$ cat src/rtl/uart_bus_slave.sv
// uart_bus_slave
//   Slave end of the uncached IO-bus transaction for the UART. Decodes the
//   master's read/write strobes, checks/generates 33-bit even parity, maps a
//   16-byte register window and buffers received bytes in a small FIFO.
//
//   Register window (addr[3:2]):
//     0 TXDATA (W)  byte goes to the transmitter once tx_busy is low
//     1 RXDATA (R)  pops one FIFO entry, reads 0 when the FIFO is empty
//     2 STATUS (R)  {28'b0, overrun, tx_busy, rx_full, rx_not_empty}
//     3 CTRL  (RW)  bit0 rx_en, writing bit3 = 1 clears overrun
//
//   Ports:
//     clk, resetn                  clock, async active-low reset
//     rw1, master_uart_addr        read request (rw1 = 0) and address
//     master_uart_write_ready      write strobe, data follows one cycle later
//     master_uart_write_data       {parity, data}
//     uart_master_write_ready      read-data valid pulse
//     uart_master_data             {parity, read data}, held between reads
//     mem_write_finish, bus_error  write-done / error pulses
//     tx_data, tx_start, tx_busy   transmitter handshake
//     rx_data, rx_valid            receiver byte strobe
module uart_bus_slave #(
  parameter logic [31:0] BASE_ADDR = 32'hFFFF_0000,
  parameter int          RX_DEPTH  = 4
) (
  input  logic        clk,
  input  logic        resetn,
  input  logic        rw1,
  input  logic [31:0] master_uart_addr,
  input  logic        master_uart_write_ready,
  input  logic [32:0] master_uart_write_data,
  output logic        uart_master_write_ready,
  output logic [32:0] uart_master_data,
  output logic        mem_write_finish,
  output logic        bus_error,
  output logic [7:0]  tx_data,
  output logic        tx_start,
  input  logic        tx_busy,
  input  logic [7:0]  rx_data,
  input  logic        rx_valid
);

  localparam int AW = (RX_DEPTH > 1) ? $clog2(RX_DEPTH) : 1;
  localparam logic [AW-1:0] PTR_ONE = 1;
  localparam logic [AW:0]   CNT_ONE = 1;
  localparam logic [AW:0]   DEPTH_C = (AW+1)'(RX_DEPTH);

  localparam logic [1:0] R_TX   = 2'd0;
  localparam logic [1:0] R_RX   = 2'd1;
  localparam logic [1:0] R_STAT = 2'd2;
  localparam logic [1:0] R_CTRL = 2'd3;

  typedef enum logic [2:0] {IDLE, WR_DATA, WR_TX, RD_RESP, ERR} state_t;

  state_t        state, state_nxt;
  logic [31:0]   addr_q;
  logic [7:0]    tx_byte_q;
  logic          rx_en, overrun, fin_pend;

  logic [7:0]    fifo_mem [RX_DEPTH];
  logic [AW-1:0] wr_ptr, rd_ptr;
  logic [AW:0]   count;

  logic          latch_addr, do_rd, do_ctrl, do_tx, do_err;
  logic          in_ok, q_ok, wpar_ok;
  logic [1:0]    in_reg, q_reg;
  logic          rx_full, rx_nempty, push, pop, accept;
  logic [31:0]   rdata;

  // Window hit: upper address bits match and the access is word aligned.
  assign in_ok   = (master_uart_addr[31:4] == BASE_ADDR[31:4]) && (master_uart_addr[1:0] == 2'b00);
  assign q_ok    = (addr_q[31:4] == BASE_ADDR[31:4]) && (addr_q[1:0] == 2'b00);
  assign in_reg  = master_uart_addr[3:2];
  assign q_reg   = addr_q[3:2];
  assign wpar_ok = ~(^master_uart_write_data);

  always_ff @(posedge clk or negedge resetn) begin
    if (!resetn) state <= IDLE;
    else         state <= state_nxt;
  end

  always_comb begin
    state_nxt  = state;
    latch_addr = 1'b0;
    do_rd      = 1'b0;
    do_ctrl    = 1'b0;
    do_tx      = 1'b0;
    do_err     = 1'b0;
    case (state)
      IDLE: begin
        if (master_uart_write_ready) begin
          latch_addr = 1'b1;
          state_nxt  = WR_DATA;
        end else if (!rw1) begin
          latch_addr = 1'b1;
          state_nxt  = (in_ok && in_reg != R_TX) ? RD_RESP : ERR;
        end
      end
      WR_DATA: begin
        if (!wpar_ok || !q_ok || q_reg == R_RX || q_reg == R_STAT)
          state_nxt = ERR;
        else if (q_reg == R_TX)
          state_nxt = WR_TX;
        else begin
          do_ctrl   = 1'b1;
          state_nxt = IDLE;
        end
      end
      WR_TX: begin
        if (!tx_busy) begin
          do_tx     = 1'b1;
          state_nxt = IDLE;
        end
      end
      RD_RESP: begin
        do_rd     = 1'b1;
        state_nxt = IDLE;
      end
      ERR: begin
        do_err    = 1'b1;
        state_nxt = IDLE;
      end
      default: state_nxt = IDLE;
    endcase
  end

  always_ff @(posedge clk or negedge resetn) begin
    if (!resetn) begin
      addr_q    <= '0;
      tx_byte_q <= '0;
    end else begin
      if (latch_addr)        addr_q    <= master_uart_addr;
      if (state == WR_DATA)  tx_byte_q <= master_uart_write_data[7:0];
    end
  end

  // RX FIFO
  assign rx_full   = (count == DEPTH_C);
  assign rx_nempty = (count != '0);
  assign push      = rx_valid && rx_en;
  assign pop       = do_rd && (q_reg == R_RX) && rx_nempty;
  // A pop in the same cycle frees the slot, so a full FIFO still accepts.
  assign accept    = push && (!rx_full || pop);

  always_ff @(posedge clk) begin
    if (accept) fifo_mem[wr_ptr] <= rx_data;
  end

  always_ff @(posedge clk or negedge resetn) begin
    if (!resetn) begin
      wr_ptr <= '0;
      rd_ptr <= '0;
      count  <= '0;
    end else begin
      if (accept) wr_ptr <= wr_ptr + PTR_ONE;
      if (pop)    rd_ptr <= rd_ptr + PTR_ONE;
      case ({accept, pop})
        2'b10:   count <= count + CNT_ONE;
        2'b01:   count <= count - CNT_ONE;
        default: count <= count;
      endcase
    end
  end

  // Control register and sticky overrun; a new overflow beats a clear.
  always_ff @(posedge clk or negedge resetn) begin
    if (!resetn) begin
      rx_en   <= 1'b1;
      overrun <= 1'b0;
    end else begin
      if (do_ctrl) begin
        rx_en <= master_uart_write_data[0];
        if (master_uart_write_data[3]) overrun <= 1'b0;
      end
      if (push && rx_full && !pop) overrun <= 1'b1;
    end
  end

  always_comb begin
    rdata = '0;
    case (q_reg)
      R_RX:    rdata = rx_nempty ? {24'b0, fifo_mem[rd_ptr]} : 32'b0;
      R_STAT:  rdata = {28'b0, overrun, tx_busy, rx_full, rx_nempty};
      R_CTRL:  rdata = {31'b0, rx_en};
      default: rdata = '0;
    endcase
  end

  // Response outputs. A CTRL write finishes one cycle after its data is
  // taken so it lines up with a TXDATA write that sees tx_busy low.
  always_ff @(posedge clk or negedge resetn) begin
    if (!resetn) begin
      uart_master_write_ready <= 1'b0;
      uart_master_data        <= '0;
      mem_write_finish        <= 1'b0;
      bus_error               <= 1'b0;
      tx_data                 <= '0;
      tx_start                <= 1'b0;
      fin_pend                <= 1'b0;
    end else begin
      uart_master_write_ready <= do_rd;
      if (do_rd) uart_master_data <= {^rdata, rdata};
      fin_pend                <= do_ctrl;
      mem_write_finish        <= fin_pend | do_tx;
      bus_error               <= do_err;
      tx_start                <= do_tx;
      if (do_tx) tx_data <= tx_byte_q;
    end
  end

endmodule

$ cat config.mk
export PLATFORM = sky130hd
export DESIGN_NAME = uart_bus_slave
export DESIGN_NICKNAME = d
export VERILOG_FILES = /design/src/rtl/uart_bus_slave.sv
export SDC_FILE = /design/constraint.sdc
export NUM_CORES = 1
export LEC_CHECK = 0
export ABC_AREA = 0
export CAP_MARGIN = 25
export CORE_UTILIZATION = 45
export CTS_CLUSTER_SIZE = 20
export DETAILED_ROUTE_END_ITERATION = 8
export GPL_TIMING_DRIVEN = 0
export PLACE_DENSITY = 0.74
export SLEW_MARGIN = 20
export SYNTH_ARGS = -nofsm -noshare
export SYNTH_HDL_FRONTEND = slang
export SYNTH_SLANG_ARGS = --single-unit
$ cat constraint.sdc
create_clock -name clk -period 7.6 [get_ports clk]
set_input_delay 1.52 -clock clk [delete_from_list [all_inputs] [get_ports clk]]
set_output_delay 1.52 -clock clk [all_outputs]
set_load 0.05 [all_outputs]
==> results.yml, run 1 <==
yosys:
  synth_most_common_cell: "dfrtp_1"
  yosys_warnings: 0
  synth-edff-count: 32
  synth_seq_cells: 106
  netlist_area_sq_um: 5000
  synthArstFlopShare: 0.698
  synth_top_cell_area_share: 0.366
  yosysUniqueCellTypes: 52
  yosysSeqAreaShare: 0.563
  yosys.area.top_type: "dfrtp_1"
  synth_area_leaders: "dfrtp_1, edfxtp_1, mux2_2"
  syn_area_per_cell_sq_um: 13.7
  ys.flop_type: "dfrtp_1"
  ys_top_cells_by_count: "dfrtp_1, mux2_2, edfxtp_1, xnor2_1, buf_4"
  synthCells: 365
floorplan:
  die_w_microns: 107
  start_util: 0.461
  row_count: 38
  die_h_microns: 107
  io_pins: 124
  dieArea_sq_um: 11500
  core_area_sq_um: 10800
clock_tree:
  insertion_delay_ns: 0.37
  cts_tree: "built"
  cts-htree-levels: 3
  cts-root-buf: "clkbuf_8"
  clk_pin_slew_ns: 0.09
  clockBufferDepth: 2
  cts_resized: 0
  clock-sinks: 106
  ctsHoldBuffers: 0
  numCtsBuffers: 9
  cts_setup_buffers: 0
routing:
  firstDrtPassIters: 4
  ant_nets: 0
  post_drt_wl_per_cell_microns: 14.8
  viasPerCell: 4.98
  remaining_drc_errors: 0
  num_vias: 3210
  drtIter0Drc: 103
  postRouteWirelength_microns: 9540
power_and_ir_drop:
  max-vdd-ir-drop_uv: 125
  p_leak_nw: 2.62
  p_per_area_nw_per_um2: 223
setup_path:
  path_class: "in2reg"
  cp-end-kind: "register"
  required_ns: 7.86
  max_stage_delay_ns: 0.53
  cp_cell_sequence: "clkdlybuf4s50_1, or4_1, nor2_1, o2111ai_1, nor4_1, nor3_1, o221a_2"
  critical_path_arrival_ns: 3.68
  cp-start-kind: "primary input"
  crit_fanout: 3
  crit_path_top_delay_cell: "nor4_1"
global_routing:
  grt_pass1_vias: 3262
  antenna_found_initial: 0
  gr-total-overflow: 0
  grt_pass1_wl_microns: 15600
  track_usage: 0.177
  grt_max_degree: 60
sta:
  rsz0062_at_grt: "false"
  min_period_ns: 3.42
  layout_setup_ws_ns: 4.18
  fin_tns_setup_ns: 0
  worst_pin_slew_ns: 0.644
  timing.hold.ws_ns: 0.445
  hold_viol_final: 0
  maxSlewViolCount: 0
  clock.fmax_mhz: 293
  period_share: 0.450
  setup_viol: 0
  clock_skew_ns: 0.0148
  slew_headroom: 0.567
finish:
  nets: 584
  fillers: 886
  diodes: 0
  layout.cells.non_filler: 644
  area_delta_synth_final_pct: 29.0
  final_core_utilization: 0.595
  drive_gt1_frac: 0.190
placement:
  dp_slack_ns: 3.85
  place.port_buffers: 99
  gp_congestion: 0.811
  dp.cells: 628
  hpwl_microns: 7350
flow_run:
  drv_cap: 0
min_path:
  hold_path_class: "reg2reg"
status:
  status: "finished clean"
[power by group]
group          internal (mW)  leakage [nW]  switching [mW]  total [mW]
registers              0.669          1.19          0.0496       0.718
clock network          0.129        0.0873           0.184       0.313
logic                  0.202          1.34           0.206       0.408
[worst paths after layout]
kind                                           start                         end  slack, ns  cells after the start
worst max-delay path             master_uart_addr[7]        state[2]$_DFFE_PN0P_       4.18                      7
max in group asynchronous                     resetn           rx_en$_DFFE_PN1P_       6.00                      2
min in group asynchronous                     resetn      addr_q[11]$_DFFE_PN0P_       1.00                      1
worst max register to register  state[0]$_DFFE_PN0P_        count[2]$_DFFE_PN0P_       4.85                     12
worst min-delay path              fin_pend$_DFF_PN0_  mem_write_finish$_DFF_PN0_       0.45                      1
worst min register to register    fin_pend$_DFF_PN0_  mem_write_finish$_DFF_PN0_       0.45                      1
[final cells by class]
cell class / instances / area [sq um] / share of cell area
Sequential cell: 106 / 2810 / 0.436
Multi-Input combinational cell: 238 / 2010 / 0.311
Timing Repair Buffer: 100 / 1020 / 0.158
Buffer: 34 / 225 / 0.0349
Tap cell: 140 / 175 / 0.0272
Clock buffer: 12 / 145 / 0.0225
Inverter: 10 / 37.5 / 0.00582
Clock inverter: 4 / 27.5 / 0.00427
[through the flow]
stage,power [mW],instance area [sq um]
4_1_cts,1.45,6450
6_report,1.44,6450
3_3_place_gp,1.12,6250
3_5_place_dp,1.14,6270
5_1_grt,1.51,6450
2_1_floorplan,1.00,5080
[routing by layer]
metal | global-route usage | vias up | wire, microns
met5 | 0 | - | 0
li1 | - | 1548 | -
met4 | 0.0548 | 0 | 122
met2 | 0.311 | 91 | 4730
met1 | 0.218 | 1560 | 4160
met3 | 0.0387 | 11 | 523
[sequential cells by signal, summed over array words and instances, names as in the netlist]
| register | count |
|---|---|
| addr_q | 32 |
| bus_error | 1 |
| count | 3 |
| fifo_mem | 32 |
| fin_pend | 1 |
| mem_write_finish | 1 |
| overrun | 1 |
| rd_ptr | 2 |
| rx_en | 1 |
| state | 3 |
| tx_byte_q | 8 |
| tx_data | 8 |
| tx_start | 1 |
| uart_master_data | 9 |
| uart_master_write_ready | 1 |
| wr_ptr | 2 |
[placed cells by master (no fill, tap or decap), types with 5 or more instances in the layout]
cell type	Yosys	layout
edfxtp_1	32	32
o21ai_0	6	6
mux2_2	49	49
mux4_1	7	7
nand4_1	8	8
xnor2_1	32	32
nand2_1	19	19
conb_1	1	24
nor4_1	5	5
clkbuf_1	9	11
clkbuf_8	0	10
xor2_1	6	6
dfrtp_1	73	73
inv_1	10	10
ha_1	5	5
nor2_1	14	14
clkdlybuf4s50_1	0	98
buf_4	24	25
[critical path, delay by kind of cell]
family                 cells  cell delay, ns
and+or+nand+nor            4            1.26
buffers and inverters      1            0.43
AOI/OAI and AO/OA          2            0.45
[logic make-up (layout without fill, tap and decap cells)]
kind of cell | Yosys count | after routing | share of synthesized area
fa+ha+maj | 6 | 6 | 0.0165
compound gates | 29 | 29 | 0.0453
flops | 106 | 106 | 0.563
simple gates | 80 | 80 | 0.0904
buf+inv | 44 | 160 | 0.0526
mux | 59 | 59 | 0.156
other cells | 1 | 24 | 0.000750
xor+xnor | 40 | 40 | 0.0756
Note: power is estimated with default switching activity, not from simulation.
==> run 2, diff against run 1 <==
clock period = 3.17 ns   (was 7.6 ns; I/O delays follow)
==> results of run 2 <==
Same layout as run 1 (identical final DEF). Status: finished clean.
Main changes from that run: setup slack after placement 3.85 ns -> 0.306 ns; clock-pin slew on the worst setup and hold paths 0.09 ns -> 0.10 ns; setup slack after layout 4.18 ns -> 0.421 ns; hold slack 0.445 ns -> 0.117 ns; start point of the critical path master_uart_addr[7] -> state[0]$_DFFE_PN0P_; end point of the critical path state[2]$_DFFE_PN0P_ -> count[2]$_DFFE_PN0P_; register-to-register setup slack 4.85 ns -> 0.42 ns; total power 1.44 mW -> 3.45 mW; worst IR drop on VDD 125 uV -> 299 uV
==> RTL edit: new RTL, flow settings as in run 2 <==
The 5 states of `state_t` get a one-hot encoding in 5 bits.
--- a/src/rtl/uart_bus_slave.sv
+++ b/src/rtl/uart_bus_slave.sv
@@ -50,7 +50,7 @@
   localparam logic [1:0] R_STAT = 2'd2;
   localparam logic [1:0] R_CTRL = 2'd3;
 
-  typedef enum logic [2:0] {IDLE, WR_DATA, WR_TX, RD_RESP, ERR} state_t;
+  typedef enum logic [4:0] {IDLE = 5'b00001, WR_DATA = 5'b00010, WR_TX = 5'b00100, RD_RESP = 5'b01000, ERR = 5'b10000} state_t;
 
   state_t        state, state_nxt;
   logic [31:0]   addr_q;
Function: no difference found for any inputs over 4 cycles, from zero or initial values and one cycle with resetn low; so few cycles prove little.
==> RTL edit against run 2 <==
Synthesized area grew 3.6%; combinational power increased by 51%; power grew 34%; sequential cell count rose by 2; critical path type is now in2reg; highest routed layer unchanged; critical endpoint is now state[4]; setup slack improved by 0.19 ns; largest power group unchanged; register-to-register slack improved by 0.20 ns; wire length is 8.8% higher; design area grew 4.7%.
==> RTL edit: results <==
[clock_tree]
root_buffer = "clkbuf_16"
post_cts_resized = 0
clock_latency_ns = 0.35
cts_htree_levels = 3
clock_path_buffers = 2
clk_pin_slew_ns = 0.07
cts_setup_buffers = 0
numCtsBuffers = 9

[pwr]
leakagePower_nw = 2.78
ir_drop_v = 0.000357

[routing]
drt_pass1_iterations = 5
viasPerCell = 5.12
avgRoutedWirePerCell_microns = 15.2
drtIter0Drc = 122

[place]
dp_hpwl_microns = 7810
dpl_cell_area_sq_mm = 0.00646
numPortBuffers = 99
gp_congestion = 0.793

[grt]
grt_pass1_wl_microns = 16600
grt_pass1_vias = 3434
grtUsageTotal = 0.186
grt_max_degree = 51
antenna_found_initial = 0

[sta]
worstMarginPinSlew_ns = 0.553
hold-worst-slack_ns = 0.205
fin_skew_ns = 0.00598

[yosys]
async_reset_ff_frac = 0.704
synth_area_leaders = "dfrtp_1 36%, edfxtp_1 19%, mux2_2 8.9%"
netlist-cell-type-count = 56
yosysWarnings = 0
synthTopCellsByCount = "74 x dfrtp_1, 42 x nand2_1, 41 x mux2_2"
synth_edf_count = 32
yosysSeqAreaShare = 0.553

[die]
initial_core_util = 0.469

[worst_setup_path]
r2r_cells = 10
crit_family = "simple AND/OR/NAND/NOR gates"
rrSetupSlack_ns = 0.62
critPathLaunch = "master_uart_addr[27]"
path_max_fanout = 2
cp_slowest_cell = "or4b_2"
rr_startpoint = "state[1]"
crit_path_max_incr_delay_ns = 0.60
arrival_ns = 2.80

[status]
status = "finished, final reports clean"

[final_layout]
top_regs = "addr_q (32), fifo_mem (32), uart_master_data (9)"
nNetsFinal = 624
antennaDiodeCount = 0
fill_cells = 898
layout-drive-gt1-share = 0.182

[min_path]
hp-class = "in2async"
-- RTL edit: cell types whose count changed in the layout (fill, tap and decap cells not counted), sizes merged, moves of 6 or more --
cell / before / now
buf: 27 / 35
nor4b: 1 / 7
clkbuf: 21 / 13
nand2: 19 / 42
mux2: 49 / 41
nand3: 1 / 7
-- RTL edit: worst paths after layout --
kind | endpoint
setup / recovery | state[4]
max in group asynchronous | state[0]
min in group clk | mem_write_finish
hold / removal | uart_master_data[4]
setup reg to reg | count[1]
hold reg to reg | mem_write_finish
-- RTL edit: per-layer routing --
metal  part of all wire  global-route usage  up-vias
met5                  0                   0        -
met4              0.015              0.0695        0
met3              0.057              0.0377       11
met2               0.50               0.316      111
met1               0.42               0.236     1706
li1                   -                   -     1675
-- RTL edit: worst register-to-register path: cells and delay by family (launching register included) --
kind            cells  cell delay, ns
compound gates      2            0.26
simple gates        3            0.83
buf+inv             3            0.35
flops               1            0.40
fa+ha+maj           2            0.63
-- RTL edit: cell families after synthesis --
| group | share of synthesized area |
|---|---|
| xor gates and xnor gates | 0.0778 |
| and+or+nand+nor | 0.127 |
| DFF | 0.553 |
| buffers and inverters | 0.0587 |
| muxes | 0.129 |
| other | 0.000724 |
| adders and majority gates | 0.0159 |
| AOI/OAI and AO/OA | 0.0372 |
-- RTL edit: layout make-up --
class	count	area (sq um)	share of cell area
Clock buffer	11	233	0.0345
Tap cell	140	175	0.0260
Timing Repair Buffer	100	1020	0.151
Clock inverter	5	60.1	0.00890
Inverter	13	48.8	0.00723
Buffer	35	255	0.0378
Multi-Input combinational cell	272	2100	0.311
Sequential cell	108	2870	0.425
-- RTL edit: power breakdown --
group          switching, W  total [W]  leakage (nW)  internal (W)
Clock              0.000498    0.00111         0.137      0.000617
Combinational      0.000728    0.00148          1.42      0.000754
Sequential         0.000208    0.00202          1.22       0.00181
-- RTL edit: through the flow --
step	utilization	std cells	setup WS, ns
after global routing	0.612	684	0.361
after global placement	0.583	667	-1.15
after detailed placement	0.585	668	0.204
final	0.612	684	0.608
after CTS	0.612	684	0.552
after floorplan	-	428	1.01
